`config.mk`:
```
export PLATFORM = sky130hd
export DESIGN_NAME = keypad_bcd_capture
export DESIGN_NICKNAME = d
export VERILOG_FILES = /design/src/rtl/keypad_bcd_capture.sv
export SDC_FILE = /design/constraint.sdc
export NUM_CORES = 1
export LEC_CHECK = 0
export BUFFER_PORTS_ARGS = -buffer_cell sky130_fd_sc_hd__buf_2
export CAP_MARGIN = 20
export CELL_PAD_IN_SITES_DETAIL_PLACEMENT = 1
export CELL_PAD_IN_SITES_GLOBAL_PLACEMENT = 1
export CORE_ASPECT_RATIO = 1.75
export CORE_MARGIN = 10
export CORE_UTILIZATION = 45
export CTS_CLUSTER_DIAMETER = 60
export CTS_CLUSTER_SIZE = 10
export DETAILED_ROUTE_END_ITERATION = 16
export PLACE_DENSITY_LB_ADDON = 0.15
export RECOVER_POWER = 100
export SYNTH_ARGS = -nofsm -noshare
export SYNTH_HDL_FRONTEND = slang
export SYNTH_SLANG_ARGS = --single-unit
export TNS_END_PERCENT = 10
```
`constraint.sdc`:
```
create_clock -name clk_i -period 3.4 [get_ports clk_i]
set_input_delay 0.51 -clock clk_i [delete_from_list [all_inputs] [get_ports clk_i]]
set_output_delay 0.51 -clock clk_i [all_outputs]
set_load 0.1 [all_outputs]
```
`src/rtl/keypad_bcd_capture.sv`:
```
// keypad_bcd_capture
//   Scans a 4x4 active-low matrix keypad and debounces presses and releases.
//   Each accepted press is decoded into a 4-bit key code. Decimal keys shift
//   into a 4-digit BCD word for the display path, and '*' clears that word.
//
// Ports
//   clk_i        system clock
//   rst_i        asynchronous active-low reset
//   row_i[3:0]   keypad rows, active-low, asynchronous to clk_i
//   col_o[3:0]   column drive, active-low, exactly one bit low
//   bcd_o[15:0]  BCD digits, [3:0] units .. [15:12] thousands
//   key_code_o   code of the last accepted key
//   key_valid_o  one-cycle pulse per accepted key
//
// State table
//   state    | meaning
//   SCAN     | stepping the column once per tick, looking for any low row
//   DEBOUNCE | column held, counting consecutive ticks with the latched row low
//   HOLD     | press accepted, counting consecutive all-released ticks
module keypad_bcd_capture #(
  parameter int SCAN_PERIOD    = 27000,
  parameter int DEBOUNCE_TICKS = 4
) (
  input  logic        clk_i,
  input  logic        rst_i,
  input  logic [3:0]  row_i,
  output logic [3:0]  col_o,
  output logic [15:0] bcd_o,
  output logic [3:0]  key_code_o,
  output logic        key_valid_o
);

  localparam int TW = (SCAN_PERIOD > 2) ? $clog2(SCAN_PERIOD) : 1;
  localparam int CW = $clog2(DEBOUNCE_TICKS + 1);
  localparam logic [TW-1:0] TICK_RELOAD = TW'(SCAN_PERIOD - 1);
  localparam logic [TW-1:0] TICK_ONE    = TW'(1);
  localparam logic [CW-1:0] CNT_DONE    = CW'(DEBOUNCE_TICKS);
  localparam logic [CW-1:0] CNT_ONE     = CW'(1);

  typedef enum logic [1:0] {
    ST_SCAN     = 2'd0,
    ST_DEBOUNCE = 2'd1,
    ST_HOLD     = 2'd2
  } state_t;

  state_t          state_q, state_d;
  logic [3:0]      row_meta_q;
  logic [3:0]      row_sync_q;
  logic [TW-1:0]   tick_cnt_q;
  logic [1:0]      col_idx_q, col_idx_d;
  logic [1:0]      row_sel_q, row_sel_d;
  logic [CW-1:0]   cnt_q, cnt_d;
  logic [15:0]     bcd_q, bcd_d;
  logic [3:0]      key_code_q, key_code_d;
  logic            key_valid_q, key_valid_d;

  logic            tick;
  logic            row_any;
  logic [1:0]      row_low_idx;
  logic            accept;
  logic [1:0]      accept_row;
  logic [3:0]      accept_code;

  assign tick    = (tick_cnt_q == '0);
  assign row_any = (row_sync_q != 4'b1111);

  // Lowest-numbered low row wins when several keys share the column.
  always_comb begin
    row_low_idx = 2'd0;
    casez (row_sync_q)
      4'b???0: row_low_idx = 2'd0;
      4'b??01: row_low_idx = 2'd1;
      4'b?011: row_low_idx = 2'd2;
      4'b0111: row_low_idx = 2'd3;
      default: row_low_idx = 2'd0;
    endcase
  end

  function automatic logic [3:0] key_map(input logic [1:0] r, input logic [1:0] c);
    logic [3:0] code;
    case ({r, c})
      4'h0: code = 4'd1;
      4'h1: code = 4'd2;
      4'h2: code = 4'd3;
      4'h3: code = 4'd10;
      4'h4: code = 4'd4;
      4'h5: code = 4'd5;
      4'h6: code = 4'd6;
      4'h7: code = 4'd11;
      4'h8: code = 4'd7;
      4'h9: code = 4'd8;
      4'hA: code = 4'd9;
      4'hB: code = 4'd12;
      4'hC: code = 4'd14;
      4'hD: code = 4'd0;
      4'hE: code = 4'd15;
      default: code = 4'd13;
    endcase
    return code;
  endfunction

  // Synchronizer and scan tick timer
  always_ff @(posedge clk_i or negedge rst_i) begin
    if (!rst_i) begin
      row_meta_q <= 4'b1111;
      row_sync_q <= 4'b1111;
      tick_cnt_q <= TICK_RELOAD;
    end else begin
      row_meta_q <= row_i;
      row_sync_q <= row_meta_q;
      tick_cnt_q <= tick ? TICK_RELOAD : (tick_cnt_q - TICK_ONE);
    end
  end

  // State register
  always_ff @(posedge clk_i or negedge rst_i) begin
    if (!rst_i) begin
      state_q     <= ST_SCAN;
      col_idx_q   <= 2'd0;
      row_sel_q   <= 2'd0;
      cnt_q       <= '0;
      bcd_q       <= 16'h0000;
      key_code_q  <= 4'd0;
      key_valid_q <= 1'b0;
    end else begin
      state_q     <= state_d;
      col_idx_q   <= col_idx_d;
      row_sel_q   <= row_sel_d;
      cnt_q       <= cnt_d;
      bcd_q       <= bcd_d;
      key_code_q  <= key_code_d;
      key_valid_q <= key_valid_d;
    end
  end

  // Next-state logic; everything moves only on a scan tick
  always_comb begin
    logic [CW-1:0] cnt_inc;
    state_d    = state_q;
    col_idx_d  = col_idx_q;
    row_sel_d  = row_sel_q;
    cnt_d      = cnt_q;
    accept     = 1'b0;
    accept_row = row_sel_q;
    cnt_inc    = '0;
    if (tick) begin
      unique case (state_q)
        ST_SCAN: begin
          if (row_any) begin
            row_sel_d  = row_low_idx;
            accept_row = row_low_idx;
            if (DEBOUNCE_TICKS == 1) begin
              accept  = 1'b1;
              state_d = ST_HOLD;
              cnt_d   = '0;
            end else begin
              state_d = ST_DEBOUNCE;
              cnt_d   = CNT_ONE;
            end
          end else begin
            col_idx_d = col_idx_q + 2'd1;
          end
        end
        ST_DEBOUNCE: begin
          if (!row_sync_q[row_sel_q]) begin
            cnt_inc = cnt_q + CNT_ONE;
            if (cnt_inc == CNT_DONE) begin
              accept  = 1'b1;
              state_d = ST_HOLD;
              cnt_d   = '0;
            end else begin
              cnt_d = cnt_inc;
            end
          end else begin
            state_d   = ST_SCAN;
            col_idx_d = col_idx_q + 2'd1;
            cnt_d     = '0;
          end
        end
        ST_HOLD: begin
          // Any low row restarts the release count, so a held key never re-arms.
          cnt_inc = (&row_sync_q) ? (cnt_q + CNT_ONE) : '0;
          if (cnt_inc == CNT_DONE) begin
            state_d   = ST_SCAN;
            col_idx_d = col_idx_q + 2'd1;
            cnt_d     = '0;
          end else begin
            cnt_d = cnt_inc;
          end
        end
        default: begin
          state_d = ST_SCAN;
          cnt_d   = '0;
        end
      endcase
    end
  end

  // Output logic: column decode and the registered accept side effects
  always_comb begin
    col_o       = ~(4'b0001 << col_idx_q);
    accept_code = key_map(accept_row, col_idx_q);
    key_valid_d = accept;
    key_code_d  = key_code_q;
    bcd_d       = bcd_q;
    if (accept) begin
      key_code_d = accept_code;
      if (accept_code <= 4'd9) begin
        bcd_d = {bcd_q[11:0], accept_code};
      end else if (accept_code == 4'd14) begin
        bcd_d = 16'h0000;
      end
    end
  end

  assign bcd_o       = bcd_q;
  assign key_code_o  = key_code_q;
  assign key_valid_o = key_valid_q;

endmodule

```
[Word level (Yosys, flattened, before mapping)]
Memory sizes are Yosys's and may differ from the RTL's.
Index checks and enable logic that the tools add are counted.
Storage, ports and cells
  register bits: 53
  bits in latches: 0
  memory bits (writable): 0
  ROM bits: 64
  input bits: 6
  output and inout port bits: 25
  logic and storage cells: 69
  memories kept: 1
Memories
  (name not given): depth 16, width 4, rd ports 1, clocked after memory_dff 0, write ports 0, RTL line 81  | case ({r, c})
Operators by class
  add/subtract/negate cells: 3
  multiply operators: 0
  divide/modulo/power cells: 0
  $lt $le $gt $ge: 2
  equality and inequality tests: 14
  shift operators: 1
  muxes and demuxes: 28
  bitwise gates (word level): 1
  reductions and logical operators: 9
Operator list (count)
  $mux W16: 2
  $mux W2: 10
  $pmux W2 S3: 3
  $logic_not A15 Y1: 1
  $mux W15: 1
  $mux W3: 5
  $sub A15 B1 Y15 const B: 1
  $pmux W3 S3: 1
  $ne A2 B2 Y1 const B: 4
  $reduce_and A4 Y1: 2
  $eq A3 B3 Y1 const B: 2
  $mux W1: 5
  $reduce_and A5 Y1: 1
  $eq A2 B1 Y1 const B: 2
  $eq A4 B3 Y1 const B: 1
  $eq A4 B4 Y1 const B: 1
  $le A4 B4 Y1 const B: 1
  $ne A4 B4 Y1 const B: 1
  $not A4 Y4: 1
  $reduce_and A2 Y1: 2
  $shl A1 B2 Y4 const A: 1
  $add A3 B1 Y3 const B: 1
  $eq A3 B2 Y1 const B: 1
  $lt A2 B3 Y1 const B: 1
  other kinds (7): 7

[Longest topological paths before layout]
Gate-level depths: netlist of the first run.
An unclocked memory read counts as a cell.
  depth after elaboration: 9
  gate-level depth with buffers: 12
  mapped depth without buffers: 10

[Least setup slack after synthesis of the first run]
OpenSTA, ideal clock, no wires.
  kind: flip-flop to flip-flop
  start point: register tick_cnt_q[0]
  end point: register bcd_q[10] (netlist: bcd_o[10])
  library setup time: 123 ps
  arrival time: 2678 ps
  required time: 3277 ps
  path slack: 599 ps
  cell stages (with the launch flop): 13
  period minus slack after synthesis: 2801 ps
  cell sequence: dfstp_2 inv_1 ha_1 nor3b_2 and4_1 buf_4 and3_1 or4_1 o221a_1 and3b_1 o21ai_2 buf_6 a22o_1
Between the ends
  word-level cells in the longest chain between the ends: 6
  elaborated cells on any way between the ends: 9
RTL lines
  from (decl): RTL line 49  | logic [TW-1:0] tick_cnt_q;
  from (signal assigned): RTL line 111  | tick_cnt_q <= tick ? TICK_RELOAD : (tick_cnt_q - TICK_ONE);
  $logic_not A15 Y1 *: RTL line 64  | assign tick = (tick_cnt_q == '0);
  $mux W2: RTL line 146  | if (tick) begin
  $mem_v2 Z16 W4
  $le A4 B4 Y1 or $eq A4 B4 Y1 (tied branches): RTL line 208, 210
  $reduce_bool A2 Y1 (no source line)
  $reduce_and A2 Y1 (no source line)
  to (signal assigned): RTL line 122  | bcd_q <= 16'h0000;
  to (signal assigned): RTL line 130  | bcd_q <= bcd_d;
  to (decl): RTL line 53  | logic [15:0] bcd_q, bcd_d;
Every way passes the cells marked *; elsewhere a longest branch is shown, timed or not.
A chain may end at the register's enable or synchronous reset.

[Worst setup path in the final report of the first run]
  start point: register tick_cnt_q[0]
  end point: register bcd_q[5] (netlist: bcd_o[5])
The elaborated chain is that of the path after synthesis.

==> flow_summary.json, run 1 <==
{
  "outcome": "finished with violations",
  "violations": "max-capacitance violations, max-slew violations",
  "synth.distinct_cells": 52,
  "synth_edf_count": 0,
  "worstReg2RegStart": "tick_cnt_q[0]$_DFF_PN1_",
  "cp_max_fo": 13,
  "gp_congestion": 0.810,
  "clk_latency_ns": 0.30,
  "clockRootBuffer": "clkbuf_8",
  "antenna_cells": 0,
  "die_h_um": 119,
  "fp.dieArea_um2": 9110,
  "path_buf_inv": 1,
  "start_kind": "flip-flop",
  "critPathCaptureType": "flip-flop",
  "clk_path_buf_depth": 2,
  "tightest_slew_ns": 1.89,
  "first_global_vias": 2027,
  "cts_tree": "yes",
  "drt-wirelength-per-cell_um": 16.9,
  "powerDensity_nw_per_um2": 371,
  "syn_area_per_cell_um2": 11.5,
  "grtUsageTotal_pct": 13.0,
  "path_clk_slew_ns": 0.09,
  "grt_max_degree": 36,
  "syn_to_final_growth_pct": 12.6,
  "worst_slack_ns": 0.282,
  "netlist_area_um2": 2520,
  "final_nets": 271,
  "ys_dominant_reg_cell": "dfrtp_1",
  "critPathArrivalTime_ns": 3.31,
  "slew_violations": 36,
  "numCtsBuffers": 5,
  "vias": 1808,
  "htreeDepth": 2,
  "synthTopCellsByArea": "dfrtp_1 (35%), dfstp_2 (19%), a22o_1 (5.2%)",
  "num_io_pins": 31,
  "path_class": "reg -> reg",
  "drt_iter0_drc": 71,
  "grt_pass1_wl_mm": 9.83,
  "crit_slowest_cell": "o32ai_2",
  "antenna_found_initial": 0,
  "synthMostInstantiatedCell": "dfrtp_1",
  "grt_setup_unrepaired": "false",
  "synth_warnings": 0,
  "hold_class": "in -> reg",
  "io_buffers": 30,
  "required_ns": 3.59,
  "die_w_um": 76.6,
  "synthArstFlopShare_pct": 100,
  "core-area_um2": 5500,
  "drt_pre_antenna_iters": 4,
  "syn_nets": 235,
  "fp-row-count": 36,
  "final.min_clock_period_ns": 3.12,
  "cts.sinks": 53,
  "rr_worst_depth": 10,
  "ys_ff_latch": 53,
  "worst-path-stages": 10,
  "start_util_pct": 45.8,
  "grt_remaining_overflow": 0,
  "setup_viol": 0,
  "finalHoldViolCount": 0,
  "cts_setup_buffers": 0,
  "dpl.hpwl_mm": 4.43,
  "max_stage_delay_ns": 0.49,
  "final_layout_size_suffix_gt1_share_pct": 17.6,
  "r2r_slack_ns": 0.28,
  "drt-total-wl_mm": 5.62,
  "min_to": "row_meta_q[2]$_DFF_PN1_",
  "hold_start": "row_i[2]",
  "cts_hold_buf": 0,
  "maxCapViolCount": 1,
  "relSlewSlack_pct": -25.8,
  "vias_per_cell": 5.45,
  "critPathTopFamily": "simple AND/OR/NAND/NOR gates",
  "ir_drop_mv": 0.202,
  "r2r_end": "bcd_o[5]$_DFFE_PN0P_",
  "synth_top_area_share_pct": 34.8,
  "ant_nets": 0,
  "path_cells": "inv_1, ha_1, nor3b_2, and4_1, a21oi_2, or2_4, o32ai_2, o21ai_2, and2_1, a22o_1",
  "drc": 0,
  "yosysTopAreaCell": "dfrtp_1",
  "synthCells": 219,
  "ys_top_cells_by_count": "dfrtp_1 (35), dfstp_2 (18), a22o_1 (15), inv_1 (15)",
  "fmax_mhz": 321,
  "leakagePower_nw": 1.23,
  "yosysSeqAreaShare_pct": 53.6,
  "finalSetupTns_ns": 0,
  "post-place-ws_ns": 0.253,
  "whs_path_depth": 1,
  "fin_crit_sh_pct": 91.7,
  "finClkSkew_ns": 0.00949
}
-- per-layer routing --
layer / vias up / track usage, % / routed length (µm)
li1: 870 / - / -
met1: 897 / 13.0 / 2140
met2: 31 / 25.3 / 3180
met3: 10 / 2.86 / 195
met4: 0 / 4.32 / 95
met5: - / 0 / 0
-- sequential cells by signal (all words and copies together), names as in the netlist --
register     cells
bcd_o           16
cnt_q            3
col_idx_q        2
key_code_o       4
key_valid_o      1
row_meta_q       4
row_sel_q        2
row_sync_q       4
state_q          2
tick_cnt_q      15
-- power breakdown --
group | leakage [nW] | switching (W) | internal [W]
Combinational | 0.507 | 0.0000160 | 0.00000420
Sequential | 0.665 | 0.00000274 | 0.000639
Clock | 0.0534 | 0.000200 | 0.000189
-- area by class of cell --
type,count,area [µm²]
fillers,633,2660
inverters,15,56.3
repair buffers,35,140
well taps,76,95.1
clock buffers,7,97.6
clock inverters,1,5.00
flip-flops and latches,53,1350
multi-input cells,145,1090
-- per-stage QoR --
stage | std cells | utilization, % | total power (W) | area [µm²] | hold slack [ns]
after floorplan | 219 | - | 0.000657 | 2520 | 0.214
after global placement | 324 | 50.3 | 0.000676 | 2770 | 0.346
after detailed placement | 324 | 50.3 | 0.000677 | 2770 | 0.349
after CTS | 332 | 52.2 | 0.00107 | 2870 | 0.293
after global routing | 332 | 51.6 | 0.00110 | 2840 | 0.287
final | 332 | 51.6 | 0.00105 | 2840 | 0.302
-- worst max path at each step --
| stage | slack, ns | start | endpoint |
|---|---|---|---|
| floorplan | 0.60 | tick_cnt_q[0]$_DFF_PN1_ | bcd_o[10]$_DFFE_PN0P_ |
| global placement | 0.29 | tick_cnt_q[0]$_DFF_PN1_ | bcd_o[12]$_DFFE_PN0P_ |
| detailed placement | 0.25 | tick_cnt_q[0]$_DFF_PN1_ | bcd_o[14]$_DFFE_PN0P_ |
| CTS | 0.22 | tick_cnt_q[0]$_DFF_PN1_ | bcd_o[12]$_DFFE_PN0P_ |
| global route | 0.03 | tick_cnt_q[0]$_DFF_PN1_ | bcd_o[12]$_DFFE_PN0P_ |
| finish | 0.28 | tick_cnt_q[0]$_DFF_PN1_ | bcd_o[5]$_DFFE_PN0P_ |
-- worst reg2reg max path, stage by stage (launching register included) --
cell and delay, ns:
dfstp_1 0.39, inv_1 0.06, ha_1 0.17, nor3b_2 0.27, and4_1 0.41, a21oi_2 0.13
or2_4 0.30, o32ai_2 0.49, o21ai_2 0.15, and2_1 0.34, a22o_1 0.30
-- layout by cell type, fill, tap and decap left out, types with 3 or more instances in the layout --
master / count
mux2_2: 3
a21oi_1: 10
xnor2_1: 5
inv_1: 15
clkbuf_8: 5
buf_2: 4
clkbuf_1: 31
xor2_1: 5
dfstp_2: 16
nor3_1: 5
o21ai_0: 12
nand3_1: 3
or4_1: 3
nand2_1: 13
a22o_1: 15
nor2_1: 14
dfrtp_1: 35
or3_1: 5
ha_1: 10
-- logic make-up (layout without fill, tap and decap cells) --
| logic type | after synthesis | in the layout | share of synthesized area, % |
|---|---|---|---|
| buf+inv | 21 | 58 | 3.63 |
| mux | 6 | 6 | 2.63 |
| flops | 53 | 53 | 53.6 |
| fa+ha+maj | 10 | 10 | 4.97 |
| compound gates | 58 | 58 | 17.4 |
| xor+xnor | 10 | 10 | 3.48 |
| simple gates | 61 | 61 | 14.4 |
-- timing repair --
| item | in CTS | in global routing |
|---|---|---|
| resized for setup | 0 | 2 |
| endpoints found under the setup margin | 0 | 13 |
| hold endpoints to repair | 0 | 0 |
No activity file was read; power rests on OpenSTA's default activity.
==> inputs of run 2 (changes only) <==
- PLACE_DENSITY: unset -> 0.77
- PLACE_DENSITY_LB_ADDON: 0.15 -> unset
==> run 2 against run 1 <==
Compared with the run above: the flow still finishes with violations (max-capacitance violations, max-slew violations); clock-buffer cell count fell by 1; sequential share of layout area grew 0.49 points; total power down 4.1%; highest routed layer unchanged; die area unchanged; worst hold slack lost 0.013 ns; final area down 1.0%; via count is 1.4% higher; setup slack worse by 0.043 ns; global-route usage increased by 0.24 points; non-clock buffer count decreased by 1; final cell count shrank 0.30%.
==> flow_summary.json, run 2 (synthesis gave the netlist of run 1 again) <==
{
  "grt_remaining_overflow": 0,
  "seqCellArea_um2": 1350,
  "finClkSkew_ns": 0.00557,
  "path_clk_slew_ns": 0.09,
  "ant_nets": 0,
  "whs_path_depth": 1,
  "start_util_pct": 45.8,
  "dpl.cell_count": 323,
  "clk_path_buf_depth": 2,
  "finalHoldViolCount": 0,
  "final_nets": 270,
  "power.total_w": 0.00101,
  "finalSetupTns_ns": 0,
  "core-area_um2": 5500,
  "tightest_slew_ns": 2.30,
  "num_io_pins": 31,
  "relSlewSlack_pct": -53.2,
  "die_w_um": 76.6,
  "cts_setup_buffers": 0,
  "vias_per_cell": 5.54,
  "fp-row-count": 36,
  "maxCapViolCount": 1,
  "violations": "max-capacitance violations, max-slew violations",
  "antenna_found_initial": 0,
  "cp_max_fo": 10,
  "drt-wirelength-per-cell_um": 17.7,
  "grt.met3_usage_pct": 2.94,
  "ir_drop_mv": 0.268,
  "cts_tree": "yes",
  "numCtsBuffers": 5,
  "first_global_vias": 2028,
  "syn_to_final_growth_pct": 11.4,
  "grt_setup_unrepaired": "false",
  "r2r_end": "bcd_o[2]$_DFFE_PN0P_",
  "whs_ns": 0.290,
  "grt_max_degree": 44,
  "vias": 1834,
  "largest_register_ffs": 16,
  "final_common_cell": "dfrtp_1",
  "outcome": "finished with violations",
  "start_kind": "flip-flop",
  "antenna_cells": 0,
  "final_cell_mix": "dfrtp_1 (35), clkbuf_1 (30), dfstp_2 (18), inv_1 (15), a22o_1 (15)",
  "hold_class": "in -> reg",
  "drc": 0,
  "hold_start": "row_i[1]",
  "critPathCaptureType": "flip-flop",
  "gp_congestion": 0.843,
  "fillCellCount": 633,
  "dpl.hpwl_mm": 4.50,
  "grt_pass1_wl_mm": 9.98,
  "grtUsageMet1_pct": 13.9,
  "top_usage_layer": "met2",
  "grtUsageTotal_pct": 13.2,
  "clk_latency_ns": 0.31,
  "worstReg2RegStart": "tick_cnt_q[0]$_DFF_PN1_",
  "fmax_mhz": 316,
  "grt_use_met2_pct": 24.0,
  "powerDensity_nw_per_um2": 359,
  "leakagePower_nw": 1.21,
  "htreeDepth": 2,
  "die_h_um": 119,
  "final_layout_size_suffix_gt1_share_pct": 18.0,
  "rr_worst_depth": 11,
  "clockRootBuffer": "clkbuf_8",
  "critPathArrivalTime_ns": 3.36,
  "final.min_clock_period_ns": 3.16,
  "fp.dieArea_um2": 9110,
  "io_buffers": 30,
  "drt_iter0_drc": 64,
  "multi_input_area_um2": 1090,
  "required_ns": 3.60,
  "r2r_slack_ns": 0.24,
  "setup_viol": 0,
  "slew_violations": 44,
  "drt_pre_antenna_iters": 4,
  "cts.sinks": 53,
  "drt-total-wl_mm": 5.87,
  "min_to": "row_meta_q[1]$_DFF_PN1_",
  "path_class": "reg -> reg",
  "fin_crit_sh_pct": 93.0,
  "fin_cells": 331
}
run 2: routing by layer:
metal	wire (µm)	share of wire [%]	vias to the layer above
met2	3180	54	37
met1	2330	40	923
met3	202	3.4	11
li1	-	-	863
met5	0	0	-
met4	160	2.7	0
run 2: layout make-up:
class	instances	area share, %
Timing Repair Buffer	34	4.86
Tap cell	76	3.39
Multi-Input combinational cell	145	38.7
Inverter	15	2.01
Clock inverter	2	0.357
Sequential cell	53	48.1
Clock buffer	6	2.59
run 2: metrics by stage:
stage	utilization, %	area [µm²]	setup slack (ns)
6_report	51.1	2810	0.239
5_1_grt	51.1	2810	0.0132
4_1_cts	51.7	2840	0.135
3_5_place_dp	50.2	2760	0.168
3_3_place_gp	50.2	2760	0.270
2_1_floorplan	-	2520	0.599
run 2: worst max-delay path, stage by stage (launching register included):
cell,delay [ns]
dfstp_2,0.39
inv_1,0.05
ha_1,0.16
nor3b_2,0.28
and4_1,0.41
a21oi_2,0.13
or2_4,0.30
o32ai_2,0.53
and3b_1,0.26
o21ai_2,0.10
buf_4,0.19
a22o_1,0.24
run 2: worst max-delay path by stage:
stage / to / slack [ns] / startpoint
6_report: bcd_o[2]$_DFFE_PN0P_ / 0.24 / tick_cnt_q[0]$_DFF_PN1_
5_1_grt: bcd_o[2]$_DFFE_PN0P_ / 0.01 / tick_cnt_q[0]$_DFF_PN1_
4_1_cts: bcd_o[2]$_DFFE_PN0P_ / 0.13 / tick_cnt_q[0]$_DFF_PN1_
3_5_place_dp: bcd_o[2]$_DFFE_PN0P_ / 0.17 / tick_cnt_q[0]$_DFF_PN1_
3_3_place_gp: bcd_o[2]$_DFFE_PN0P_ / 0.27 / tick_cnt_q[0]$_DFF_PN1_
2_1_floorplan: bcd_o[10]$_DFFE_PN0P_ / 0.60 / tick_cnt_q[0]$_DFF_PN1_
run 2: what timing repair did:
item | in CTS | in global routing
hold buffers | 0 | 0
setup endpoints to repair | 0 | 15
hold endpoints to repair | 0 | 0
resized for setup | 0 | 2
run 2: power breakdown:
part / internal [W] / leakage [nW] / switching [W]
clock network: 0.000143 / 0.0450 / 0.000202
registers: 0.000639 / 0.667 / 0.00000280
logic: 0.00000422 / 0.501 / 0.0000163
